--- src/rtl/mar_arbiter.sv ---
// rtl/mar_arbiter.sv - two-port MAR/memory sequencer; `MAR_ARB_RR_EN selects round-robin ties, default fixed priority
module mar_arbiter #(
    parameter int AW = 8,
    parameter int DW = 8
) (
    input  logic          clk,
    input  logic          rst_n,
    input  logic [1:0]    req,
    input  logic [AW-1:0] addr0,
    input  logic [AW-1:0] addr1,
    input  logic [1:0]    wr,
    input  logic [DW-1:0] wdata1,
    output logic [1:0]    gnt,
    output logic [1:0]    done,
    output logic [DW-1:0] rdata,
    output logic          mar_we,
    output logic [AW-1:0] mar_di,
    output logic          mem_we,
    output logic [DW-1:0] mem_wdata,
    input  logic [DW-1:0] mem_rdata
);

    typedef enum logic [1:0] {IDLE, LOAD, ACCESS, RESP} state_t;

    state_t        state_q, state_d;
    logic          sel_q;
    logic          wr_q;
    logic [AW-1:0] addr_q;
    logic [DW-1:0] wdata_q;
    logic [DW-1:0] rdata_q;
    logic          win;
    logic          unused_wr0;

    // Fetch port never writes, so its write flag is deliberately dropped.
    assign unused_wr0 = wr[0];

`ifdef MAR_ARB_RR_EN
    logic last_q;

    // On a tie, the port that did not win last time gets the path.
    always_comb begin
        win = req[1] & (~req[0] | ~last_q);
    end

    always_ff @(posedge clk or negedge rst_n) begin
        if (!rst_n) begin
            last_q <= 1'b1;
        end else if (state_q == IDLE && req != 2'b00) begin
            last_q <= win;
        end
    end
`else
    always_comb begin
        win = req[1];
    end
`endif

    always_ff @(posedge clk or negedge rst_n) begin
        if (!rst_n) begin
            state_q <= IDLE;
        end else begin
            state_q <= state_d;
        end
    end

    always_comb begin
        state_d = state_q;
        case (state_q)
            IDLE:    if (req != 2'b00) state_d = LOAD;
            LOAD:    state_d = ACCESS;
            ACCESS:  state_d = RESP;
            RESP:    state_d = IDLE;
            default: state_d = IDLE;
        endcase
    end

    // Request fields are frozen at grant so the requester may change them mid-flight.
    always_ff @(posedge clk or negedge rst_n) begin
        if (!rst_n) begin
            sel_q   <= 1'b0;
            wr_q    <= 1'b0;
            addr_q  <= '0;
            wdata_q <= '0;
            rdata_q <= '0;
        end else begin
            if (state_q == IDLE && req != 2'b00) begin
                sel_q   <= win;
                wr_q    <= win & wr[1];
                addr_q  <= win ? addr1 : addr0;
                wdata_q <= wdata1;
            end
            if (state_q == ACCESS) begin
                rdata_q <= mem_rdata;
            end
        end
    end

    always_comb begin
        gnt       = 2'b00;
        done      = 2'b00;
        rdata     = '0;
        mar_we    = 1'b0;
        mar_di    = '0;
        mem_we    = 1'b0;
        mem_wdata = '0;
        case (state_q)
            LOAD: begin
                gnt    = {sel_q, ~sel_q};
                mar_we = 1'b1;
                mar_di = addr_q;
            end
            ACCESS: begin
                gnt       = {sel_q, ~sel_q};
                mem_we    = wr_q;
                mem_wdata = wdata_q;
            end
            RESP: begin
                gnt   = {sel_q, ~sel_q};
                done  = {sel_q, ~sel_q};
                rdata = rdata_q;
            end
            default: ;
        endcase
    end

endmodule

--- config.mk ---
export PLATFORM = sky130hd
export DESIGN_NAME = mar_arbiter
export DESIGN_NICKNAME = d
export VERILOG_FILES = /design/src/rtl/mar_arbiter.sv
export SDC_FILE = /design/constraint.sdc
export NUM_CORES = 1
export LEC_CHECK = 0
export BUFFER_PORTS_ARGS = -buffer_cell sky130_fd_sc_hd__buf_2
export CORE_MARGIN = 5
export CORE_UTILIZATION = 25
export DETAILED_ROUTE_END_ITERATION = 8
export MAX_ROUTING_LAYER = met4
export PLACE_DENSITY = 0.59
export SLEW_MARGIN = 30
export SYNTH_ARGS = -nofsm -noshare
export SYNTH_HDL_FRONTEND = slang
export SYNTH_SLANG_ARGS = --single-unit
--- constraint.sdc ---
create_clock -name clk -period 2.1 [get_ports clk]
set_input_delay 0.315 -clock clk [delete_from_list [all_inputs] [get_ports clk]]
set_output_delay 0.315 -clock clk [all_outputs]
set_load 0.01 [all_outputs]
==> summary.md, run 1 <==
| Metric | Value |
|---|---|
| Minimum clock period | `~1.8 ns` |
| Later-pin clock latency in the skew report | `0.27 ns` |
| Clk pin slew, worst setup/hold paths | `roughly 0.1 ns` |
| Drc violations | `0` |
| Vias in the first global route | `1116` |
| Layout Area Growth over Synthesis | `32.0%` |
| Status | `completed` |
| Die X | `86.3 um` |
| Combinational Power Share | `48.8%` |
| Highest clock rate | `0.554 GHz` |
| GP Congestion | `0.739` |
| CP required | `1.78 ns` |
| Critical Path Max Stage Delay | `0.43 ns` |
| First-pass GRT wire length | `5.36 mm` |
| Cell internal pwr | `between 1.5 and 2 mW` |
| Cell variety after synth | `23` |
| CP max FO | `10` |
| Sequential share of power | `35.2%` |
| Critical path class | `flip-flop to output port` |
| Clock Tree Buf Depth | `2` |
| Num ports | `68` |
| PortBufs | `66` |
| Synth area leaders | `dfrtp_1 (48%), mux2_2 (12%), and2_1 (11%), nand4bb_1 (6.2%), o221a_2 (5.4%)` |
| FF-to-FF setup slack | `0.33 ns` |
| Clock network fraction of total power | `16.0%` |
| EDFF count, synth | `0` |
| WL final | `3.51 mm` |
| Die ar. | `7450 um2` |
| Count leader, synth | `dfrtp_1` |
| Period utilisation layout | `86.0%` |
| CTS tree | `built` |
| All-Layer GR Usage | `9.27%` |
| M2 GR Usage | `between 10% and 20%` |
| Ant diodes | `0` |
| Switching Share | `34.4%` |
| Slew @ Worst Pin | `0.648 ns` |
| Critical Path Start Type | `flip-flop` |
| Met3 usage | `roughly 1.0%` |
| Vias | `1121` |
| Initial Utilization | `around a quarter` |
| Largest net degree at the start of global routing | `29` |
| PostCTS Resize Cnt | `0` |
| Pleak | `0.941 nW` |
| Crit-path cells | `inv_1 -> ha_1 -> and2_1 -> buf_2` |
| Global routing's busiest layer | `met2` |
| Std-Cell Rows | `27` |
| Arrival time worst endpoint | `around 1.5 ns` |
| Asr flop ratio synth | `100%` |
| Setup TNS | `0 ns` |
| CP top delay family | `flip-flops` |
| Cells after Synth | `116` |
| Crit path buf inv count | `2` |
| Fraction of layout cells with a size suffix above 1 | `53.8%` |
| Synth Net Count | `160` |
| Wire per inst | `13.8 um` |
| CP Capture Type | `output port` |
| Clk root buf | `clkbuf_8` |
| Nets | `227` |
| Die Y | `86.3 um` |
| # Max-Cap Violations | `0` |
| Area share of the largest cell type after synthesis | `about 48%` |
| Psw | `0.925 mW` |
| Unrepaired setup endpoints after global routing | `false` |
| Synth top cells by count | `dfrtp_1 (28), and2_1 (26), mux2_2 (16)` |
| DRT antenna net count | `0` |
| Drt pass-1 iters | `4` |
| Detail Placement HPWL | `between 2 and 3 mm` |
| Fillers | `579` |
| Core area | `5570 um2` |
| Peak supply drop | `0.470 mV` |
| Vias per cell | `4.41` |
| # setup viols final | `0` |
| Max-slew violation count | `0` |
| Max transition margin | `56.8%` |
| Initial antenna violation count | `0` |
| Slowest stage cell on the critical path | `dfrtp_1` |
| Post-CTS setup buffers | `0` |
| HP Class | `input port to async pin` |
| Total global routing overflow | `0` |
| Initial DRC count | `36` |
| Final core utilization | `34.5%` |
| Seq/Total Area, Yosys | `around half` |
| Pwr dens | `~1400 nW/um2` |
| # clock sinks | `28` |
| Post-synthesis register bit count | `28` |
| Yosys warns | `0` |
| Clock Skews | `0.00314 ns` |
| M1 GR Usage | `11.7%` |
| Hold-fix buffers, CTS | `0` |
| Final Hold Vio Count | `0` |
| Total CTS buffers | `3` |
| Avg Cell Area, Syn | `12.6 um2` |
| Syn Std Cell Area | `1460 um2` |
| Top cell type by total area after synthesis | `dfrtp_1` |
| Top FF cell, synth | `dfrtp_1` |
| Max H-tree Level | `1` |
area by class of cell:
cell class | instances | area, um2 | area share [%]
tap | 72 | 90.1 | 4.69
timing repair buffer | 69 | 353 | 18.4
clock buffer | 3 | 41.3 | 2.15
clock inverter | 1 | 30.0 | 1.56
sequential | 28 | 701 | 36.5
inverter | 3 | 11.3 | 0.586
multi-input combinational | 78 | 696 | 36.2
worst paths after layout:
kind,start,endpoint,depth (start not counted)
max,state_q[0]$_DFFE_PN0P_,mem_wdata[4],4
min,rst_n,addr_q[5]$_DFFE_PN0P_,1
max reg2reg,state_q[0]$_DFFE_PN0P_,addr_q[0]$_DFFE_PN0P_,5
min reg2reg,rdata_q[0]$_DFFE_PN0N_,rdata_q[0]$_DFFE_PN0N_,1
max in group asynchronous,rst_n,wdata_q[6]$_DFFE_PN0P_,1
min in group clk,wdata1[0],wdata_q[0]$_DFFE_PN0P_,2
state kept, by name (all words and copies together) (netlist names):
signal / count
addr_q: 8
rdata_q: 8
wdata_q: 8
state_q: 2
sel_q: 1
wr_q: 1
cells by family (layout without fill, tap and decap cells):
logic type,after synthesis,in the layout,share of synthesized area (%)
and+or+nand+nor,43,43,21.0
buffers and inverters,10,76,4.12
adders and majority gates,6,6,5.15
muxes,18,18,14.1
DFF,28,28,48.1
AOI/OAI and AO/OA,11,11,7.56
per-stage QoR:
stage | power [mW] | instances | setup slack, ns | cell area [um2] | hold slack, ns
after global routing | 2.89 | 254 | 0.140 | 1920 | 0.111
after floorplan | 1.86 | 116 | 0.526 | 1460 | 0.0194
final | 2.69 | 254 | 0.294 | 1920 | 0.0513
after global placement | 2.28 | 250 | 0.342 | 1850 | 0.394
after detailed placement | 2.30 | 250 | 0.337 | 1850 | 0.392
after CTS | 2.75 | 254 | 0.214 | 1920 | 0.0717
worst register-to-register path: stages (launching register included):
cell and delay, ns:
dfrtp_1 0.43, inv_1 0.14, ha_1 0.33, buf_4 0.23, nand2_1 0.20, o221a_2 0.34
layer usage:
metal | share of wire (%) | up-vias
li1 | - | 539
met1 | 44 | 538
met2 | 49 | 40
met3 | 5.5 | 4
met4 | 1.4 | 0
met5 | 0 | -
power by group through the flow:
stage          logic [mW]  registers (mW)  clock network, mW
2_1_floorplan       0.942           0.920                  0
3_5_place_dp         1.34           0.957                  0
6_report             1.31           0.948              0.431
3_3_place_gp         1.33           0.953                  0
4_1_cts              1.34           0.950              0.454
5_1_grt              1.44           0.977              0.471
cells in the final DEF, fill, tap and decap left out:
cell	count
o21a_1	1
nand3_1	1
clkbuf_8	3
and2_1	26
nand4bb_1	8
a22o_1	1
mux2_4	1
o221a_2	7
o211a_1	1
o21ai_0	1
nand3b_1	1
nor2b_1	2
buf_4	3
mux2_2	16
nor3b_2	1
nor2_1	2
dfrtp_1	28
ha_1	6
inv_1	3
bufinv_16	1
buf_2	66
nand2_1	2
mux2i_1	1
Power figures use the tool's default switching activity.
==> run 2, diff against run 1 <==
--- a/config.mk
+++ b/config.mk
@@ -10,7 +10,6 @@
 export CORE_UTILIZATION = 25
 export DETAILED_ROUTE_END_ITERATION = 8
 export MAX_ROUTING_LAYER = met4
-export PLACE_DENSITY = 0.59
 export SLEW_MARGIN = 30
 export SYNTH_ARGS = -nofsm -noshare
 export SYNTH_HDL_FRONTEND = slang
==> summary.md, run 2 (synthesized netlist as in run 1, its figures left out) <==
| Metric | Value |
|---|---|
| Detail Placement HPWL | `2.59 mm (+0.35%)` |
| Wire per inst | `13.3 um (-3.5%)` |
| Arrival time worst endpoint | `1.95 ns (+0.46 ns)` |
| PortBufs | `66 (unchanged)` |
| Ant diodes | `0 (unchanged)` |
| Crit path buf inv count | `2 (unchanged)` |
| CTS tree | `built` |
| Vias in the first global route | `1149 (+3.0%)` |
| Peak supply drop | `0.410 mV (-13%)` |
| Clk root buf | `clkbuf_8` |
| Clk pin slew, worst setup/hold paths | `0.10 ns (about the same)` |
| Crit Reg-Reg Startpoint | `state_q[1]$_DFFE_PN0P_` |
| # Max-Cap Violations | `0 (unchanged)` |
| Vias | `1109 (-1.1%)` |
| CP Capture Type | `flip-flop` |
| Drt pass-1 iters | `4 (unchanged)` |
| Total CTS buffers | `3 (unchanged)` |
| Initial DRC count | `24 (-33%)` |
| HP Class | `input port to async pin` |
| Later-pin clock latency in the skew report | `0.27 ns (about the same)` |
| CP top delay family | `flip-flops` |
| Max-slew violation count | `0 (unchanged)` |
| Period utilisation layout | `85.0% (-1.0 points)` |
| Slew @ Worst Pin | `0.646 ns (-0.00204 ns)` |
| DP Area | `1860 um2 (+0.41%)` |
| Largest regs | `addr_q x8, rdata_q x8, wdata_q x8` |
| Final Hold Vio Count | `0 (unchanged)` |
| Post-CTS setup buffers | `0 (unchanged)` |
| Clock Skews | `0.00119 ns (-0.00195 ns)` |
| Clock Tree Buf Depth | `2 (unchanged)` |
| Num ports | `68 (unchanged)` |
| Crit-path cells | `inv_1 -> ha_1 -> o21a_1 -> buf_4 -> mux2_2` |
| First-pass GRT wire length | `5.35 mm (-0.26%)` |
| DRT antenna net count | `0 (unchanged)` |
| WL final | `3.40 mm (-3.2%)` |
| CP required | `2.26 ns (+0.48 ns)` |
| Initial antenna violation count | `0 (unchanged)` |
| R2r endpoint | `wdata_q[6]$_DFFE_PN0P_` |
| Hold_ws | `0.0588 ns (+0.00751 ns)` |
| Core area | `5570 um2 (unchanged)` |
| Unrepaired setup endpoints after global routing | `false` |
| Hold-fix buffers, CTS | `0 (unchanged)` |
| All-Layer GR Usage | `9.27% (about the same)` |
| # setup viols final | `0 (unchanged)` |
| Setup TNS | `0 ns (unchanged)` |
| Slowest stage cell on the critical path | `dfrtp_1` |
| Vias per cell | `4.35 (-1.5%)` |
| Drc violations | `0 (unchanged)` |
| R2R depth | `5 (unchanged)` |
| Critical Path Start Type | `flip-flop` |
| Most frequent cells in the layout | `buf_2 (66), dfrtp_1 (28), and2_1 (26)` |
| Die X | `86.3 um (unchanged)` |
| Layout Area Growth over Synthesis | `31.4%` |
| Pleak | `0.939 nW (-0.19%)` |
| Std-Cell Rows | `27 (unchanged)` |
| Die ar. | `7450 um2 (unchanged)` |
| CP max FO | `16 (+6)` |
| Max transition margin | `56.9% (+0.14 points)` |
| GP Congestion | `0.730 (-1.2%)` |
| Initial Utilization | `26.1% (unchanged)` |
| Minimum clock period | `1.79 ns (-0.0212 ns)` |
| Status | `completed` |
| Design area | `1910 um2 (-0.46%)` |
| Highest clock rate | `0.560 GHz (+1.2%)` |
| Critical Path Max Stage Delay | `0.42 ns (about the same)` |
| Die Y | `86.3 um (unchanged)` |
| Max H-tree Level | `1 (unchanged)` |
| PostCTS Resize Cnt | `0 (unchanged)` |
| Total global routing overflow | `0 (unchanged)` |
| Fraction of layout cells with a size suffix above 1 | `54.1% (+0.25 points)` |
| Critical path class | `flip-flop to flip-flop` |
| Fillers | `585 (+1.0%)` |
| FF-to-FF setup slack | `0.31 ns (-0.02 ns)` |
| Commonest non-fill, non-tap cell in the layout | `buf_2` |
| Nets | `228 (+0.44%)` |
| # clock sinks | `28 (unchanged)` |
| Pwr dens | `1360 nW/um2 (-2.8%)` |
| Largest net degree at the start of global routing | `29 (unchanged)` |
## run 2: changes by cell type in the layout (fill, tap and decap cells not counted)
| cell | change |
|---|---|
| buf_4 | +1 |
| clkbuf_8 | +1 |
| bufinv_16 | -1 |
## run 2: where the power goes
part	leakage, nW	total [mW]	internal [mW]	switching (mW)
sequential	0.323	0.950	0.815	0.135
combinational	0.587	1.32	0.707	0.615
clock	0.0288	0.333	0.168	0.165
## run 2: per-stage QoR
step | setup slack, ns | instances | power, mW | utilization, %
finish | 0.315 | 255 | 2.60 | 34.3
global route | 0.200 | 255 | 2.83 | 34.3
CTS | 0.292 | 255 | 2.67 | 34.3
detailed placement | 0.319 | 251 | 2.32 | 33.3
global placement | 0.332 | 251 | 2.30 | 33.3
floorplan | 0.526 | 116 | 1.86 | -
## run 2: worst max path at each step
stage               cells after the start  slack [ns]                   start                      to
global placement                        5        0.33  state_q[0]$_DFFE_PN0P_  wdata_q[6]$_DFFE_PN0P_
CTS                                     5        0.29  state_q[0]$_DFFE_PN0P_            mem_wdata[5]
finish                                  5        0.31  state_q[1]$_DFFE_PN0P_  wdata_q[6]$_DFFE_PN0P_
floorplan                               6        0.53  state_q[0]$_DFFE_PN0P_  wdata_q[7]$_DFFE_PN0P_
global route                            5        0.20  state_q[1]$_DFFE_PN0P_  wdata_q[1]$_DFFE_PN0P_
detailed placement                      5        0.32  state_q[0]$_DFFE_PN0P_  wdata_q[3]$_DFFE_PN0P_
## run 2: final cells by class
| type | instances | area [um2] | share of cell area [%] |
|---|---|---|---|
| inverters | 3 | 11.3 | 0.589 |
| clock buffers | 4 | 55.1 | 2.88 |
| repair buffers | 70 | 360 | 18.8 |
| multi-input cells | 78 | 696 | 36.4 |
| well taps | 72 | 90.1 | 4.71 |
| flip-flops and latches | 28 | 701 | 36.6 |
## run 2: worst register-to-register path: stages (launching register included)
cell     delay (ns)
dfrtp_1        0.42
inv_1          0.14
ha_1           0.34
o21a_1         0.19
buf_4          0.23
mux2_2         0.36
## run 2: routing by layer
metal | part of all wire [%] | GRT usage, % | vias up
li1 | - | - | 543
met1 | 44 | 11.2 | 532
met2 | 49 | 15.4 | 32
met3 | 6.0 | 1.33 | 2
met4 | 1.1 | 3.97 | 0
met5 | 0 | - | -
==> run 3, diff against run 2 <==
==> constraint.sdc (replaced) <==
create_clock -name clk -period 2.1 [get_ports clk]
set_input_delay 0.63 -clock clk [delete_from_list [all_inputs] [get_ports clk]]
set_output_delay 0.63 -clock clk [all_outputs]
set_load 0.01 [all_outputs]
==> summary.md, run 3 (synthesized netlist as in run 1, its figures left out) <==
| Metric | Value |
|---|---|
| All-Layer GR Usage | `9.18% (-0.095 points)` |
| Setup TNS | `0 ns (unchanged)` |
| Max-slew violation count | `0 (unchanged)` |
| Core area | `5570 um2 (unchanged)` |
| FF-to-FF setup slack | `0.38 ns (+0.07 ns)` |
| Nets | `231 (+1.3%)` |
| Num ports | `68 (unchanged)` |
| Final Hold Vio Count | `0 (unchanged)` |
| Peak supply drop | `0.444 mV (+8.4%)` |
| WL final | `3.56 mm (+4.6%)` |
| Total CTS buffers | `3 (unchanged)` |
| Drt pass-1 iters | `4 (unchanged)` |
| R2R depth | `5 (unchanged)` |
| GP Congestion | `0.725 (-0.78%)` |
| Vias per cell | `4.27 (-1.8%)` |
| Pleak | `0.951 nW (+1.3%)` |
| Dpl cells | `251 (unchanged)` |
| Total global routing overflow | `0 (unchanged)` |
| Die Y | `86.3 um (unchanged)` |
| Max H-tree Level | `1 (unchanged)` |
| Minimum clock period | `2.01 ns (+0.226 ns)` |
| Die X | `86.3 um (unchanged)` |
| Clk root buf | `clkbuf_8` |
| Flip-flop and latch area | `701 um2 (unchanged)` |
| Wire per inst | `13.8 um (+3.4%)` |
| Hold-fix buffers, CTS | `0 (unchanged)` |
| Slew @ Worst Pin | `0.646 ns (-0.000729 ns)` |
| Clk pin slew, worst setup/hold paths | `0.09 ns (about the same)` |
| Later-pin clock latency in the skew report | `0.27 ns (about the same)` |
| Final Non-Filler Cells | `258 (+1.2%)` |
| Most frequent cells in the layout | `buf_2 (66), dfrtp_1 (28), and2_1 (26)` |
| Initial DRC count | `30 (+25%)` |
| DRT antenna net count | `0 (unchanged)` |
| Pwr dens | `1380 nW/um2 (+1.1%)` |
| # setup viols final | `0 (unchanged)` |
| Critical path class | `flip-flop to output port` |
| Area occupied by multi-input gates | `713 um2 (+2.5%)` |
| Vias | `1102 (-0.63%)` |
| Critical Path Start Type | `flip-flop` |
| Vias in the first global route | `1150 (+0.087%)` |
| Largest net degree at the start of global routing | `29 (unchanged)` |
| Fraction of layout cells with a size suffix above 1 | `57.0% (+2.9 points)` |
| Layout Area Growth over Synthesis | `34.4%` |
| # Max-Cap Violations | `0 (unchanged)` |
| Highest clock rate | `0.497 GHz (-11%)` |
| PortBufs | `66 (unchanged)` |
| Clock Tree Buf Depth | `2 (unchanged)` |
| CTS tree | `built` |
| Crit Reg-Reg Startpoint | `state_q[1]$_DFFE_PN0P_` |
| Clock Skews | `0.00242 ns (+0.00123 ns)` |
| Die ar. | `7450 um2 (unchanged)` |
| Std-Cell Rows | `27 (unchanged)` |
| Max transition margin | `57.0% (about the same)` |
| Drc violations | `0 (unchanged)` |
| Setup WS pre-CTS | `0.249 ns (-0.0694 ns)` |
| Initial antenna violation count | `0 (unchanged)` |
| CP max FO | `8 (-8)` |
| Status | `completed` |
| Ant diodes | `0 (unchanged)` |
| CP required | `1.47 ns (-0.79 ns)` |
| Detail Placement HPWL | `2.59 mm (+0.34%)` |
| Commonest non-fill, non-tap cell in the layout | `buf_2` |
| Arrival time worst endpoint | `1.38 ns (-0.57 ns)` |
| Initial Utilization | `26.1% (unchanged)` |
| Fillers | `595 (+1.7%)` |
| Min setup slack post-route | `0.0887 ns (-0.226 ns)` |
| R2r endpoint | `wdata_q[4]$_DFFE_PN0P_` |
| CP Capture Type | `output port` |
| # clock sinks | `28 (unchanged)` |
| First-pass GRT wire length | `5.31 mm (-0.64%)` |
| Period utilisation layout | `95.8% (+11 points)` |
| Largest regs | `addr_q x8, rdata_q x8, wdata_q x8` |
| HP Class | `input port to async pin` |
[run 3: cell count changes in the layout (fill, tap and decap cells not counted), sizes merged]
| cell | previous run | this run |
|---|---|---|
| buf | 70 | 73 |
[run 3: repair_timing]
action                                 4_1_cts  5_1_grt
endpoints found under the hold margin        0        0
cloned                                       0        1
setup endpoints to repair                    9       18
setup buffers                                2        0
pin swaps                                    0        0
resized for setup                            1        7
[run 3: final cells by class]
| type | count | share of cell area, % |
|---|---|---|
| multi-input cells | 78 | 36.4 |
| flip-flops and latches | 28 | 35.8 |
| repair buffers | 73 | 19.8 |
| well taps | 72 | 4.60 |
| clock buffers | 4 | 2.81 |
| inverters | 3 | 0.575 |
[run 3: worst max path at each step]
stage / from / to / slack (ns) / cells after the start
detailed placement: state_q[0]$_DFFE_PN0P_ / mem_we / 0.25 / 5
global placement: state_q[0]$_DFFE_PN0P_ / mem_we / 0.27 / 5
floorplan: state_q[0]$_DFFE_PN0P_ / mem_wdata[0] / 0.24 / 5
CTS: state_q[0]$_DFFE_PN0P_ / mem_we / 0.008 / 5
global route: state_q[1]$_DFFE_PN0P_ / mar_di[4] / -0.008 / 4
finish: state_q[1]$_DFFE_PN0P_ / mar_di[1] / 0.09 / 4
[run 3: power breakdown]
part           switching [mW]  leakage (nW)  internal (mW)  total (mW)
Sequential              0.136         0.323          0.815       0.950
Clock                   0.161        0.0288          0.168       0.328
Combinational           0.646         0.599          0.768        1.41
[run 3: worst max-delay path, stage by stage, from the launching register on]
cell     delay [ns]
dfrtp_1        0.44
inv_1          0.14
ha_2           0.27
and2_1         0.14
buf_2          0.12
[run 3: routing by layer]
| metal | wire [um] | global-route usage (%) | share of wire, % |
|---|---|---|---|
| met1 | 1560 | 10.7 | 44 |
| met2 | 1760 | 15.8 | 49 |
| met3 | 205 | 1.14 | 5.8 |
| met4 | 37 | 3.97 | 1.0 |
| met5 | 0 | - | 0 |
[run 3: metrics by stage]
step,power [mW],utilization (%),hold slack (ns),cell area (um2)
floorplan,1.86,-,0.334,1460
global placement,2.29,33.3,0.481,1860
detailed placement,2.32,33.3,0.488,1860
CTS,2.69,34.7,0.404,1930
global route,2.91,35.1,0.435,1960
finish,2.69,35.1,0.375,1960
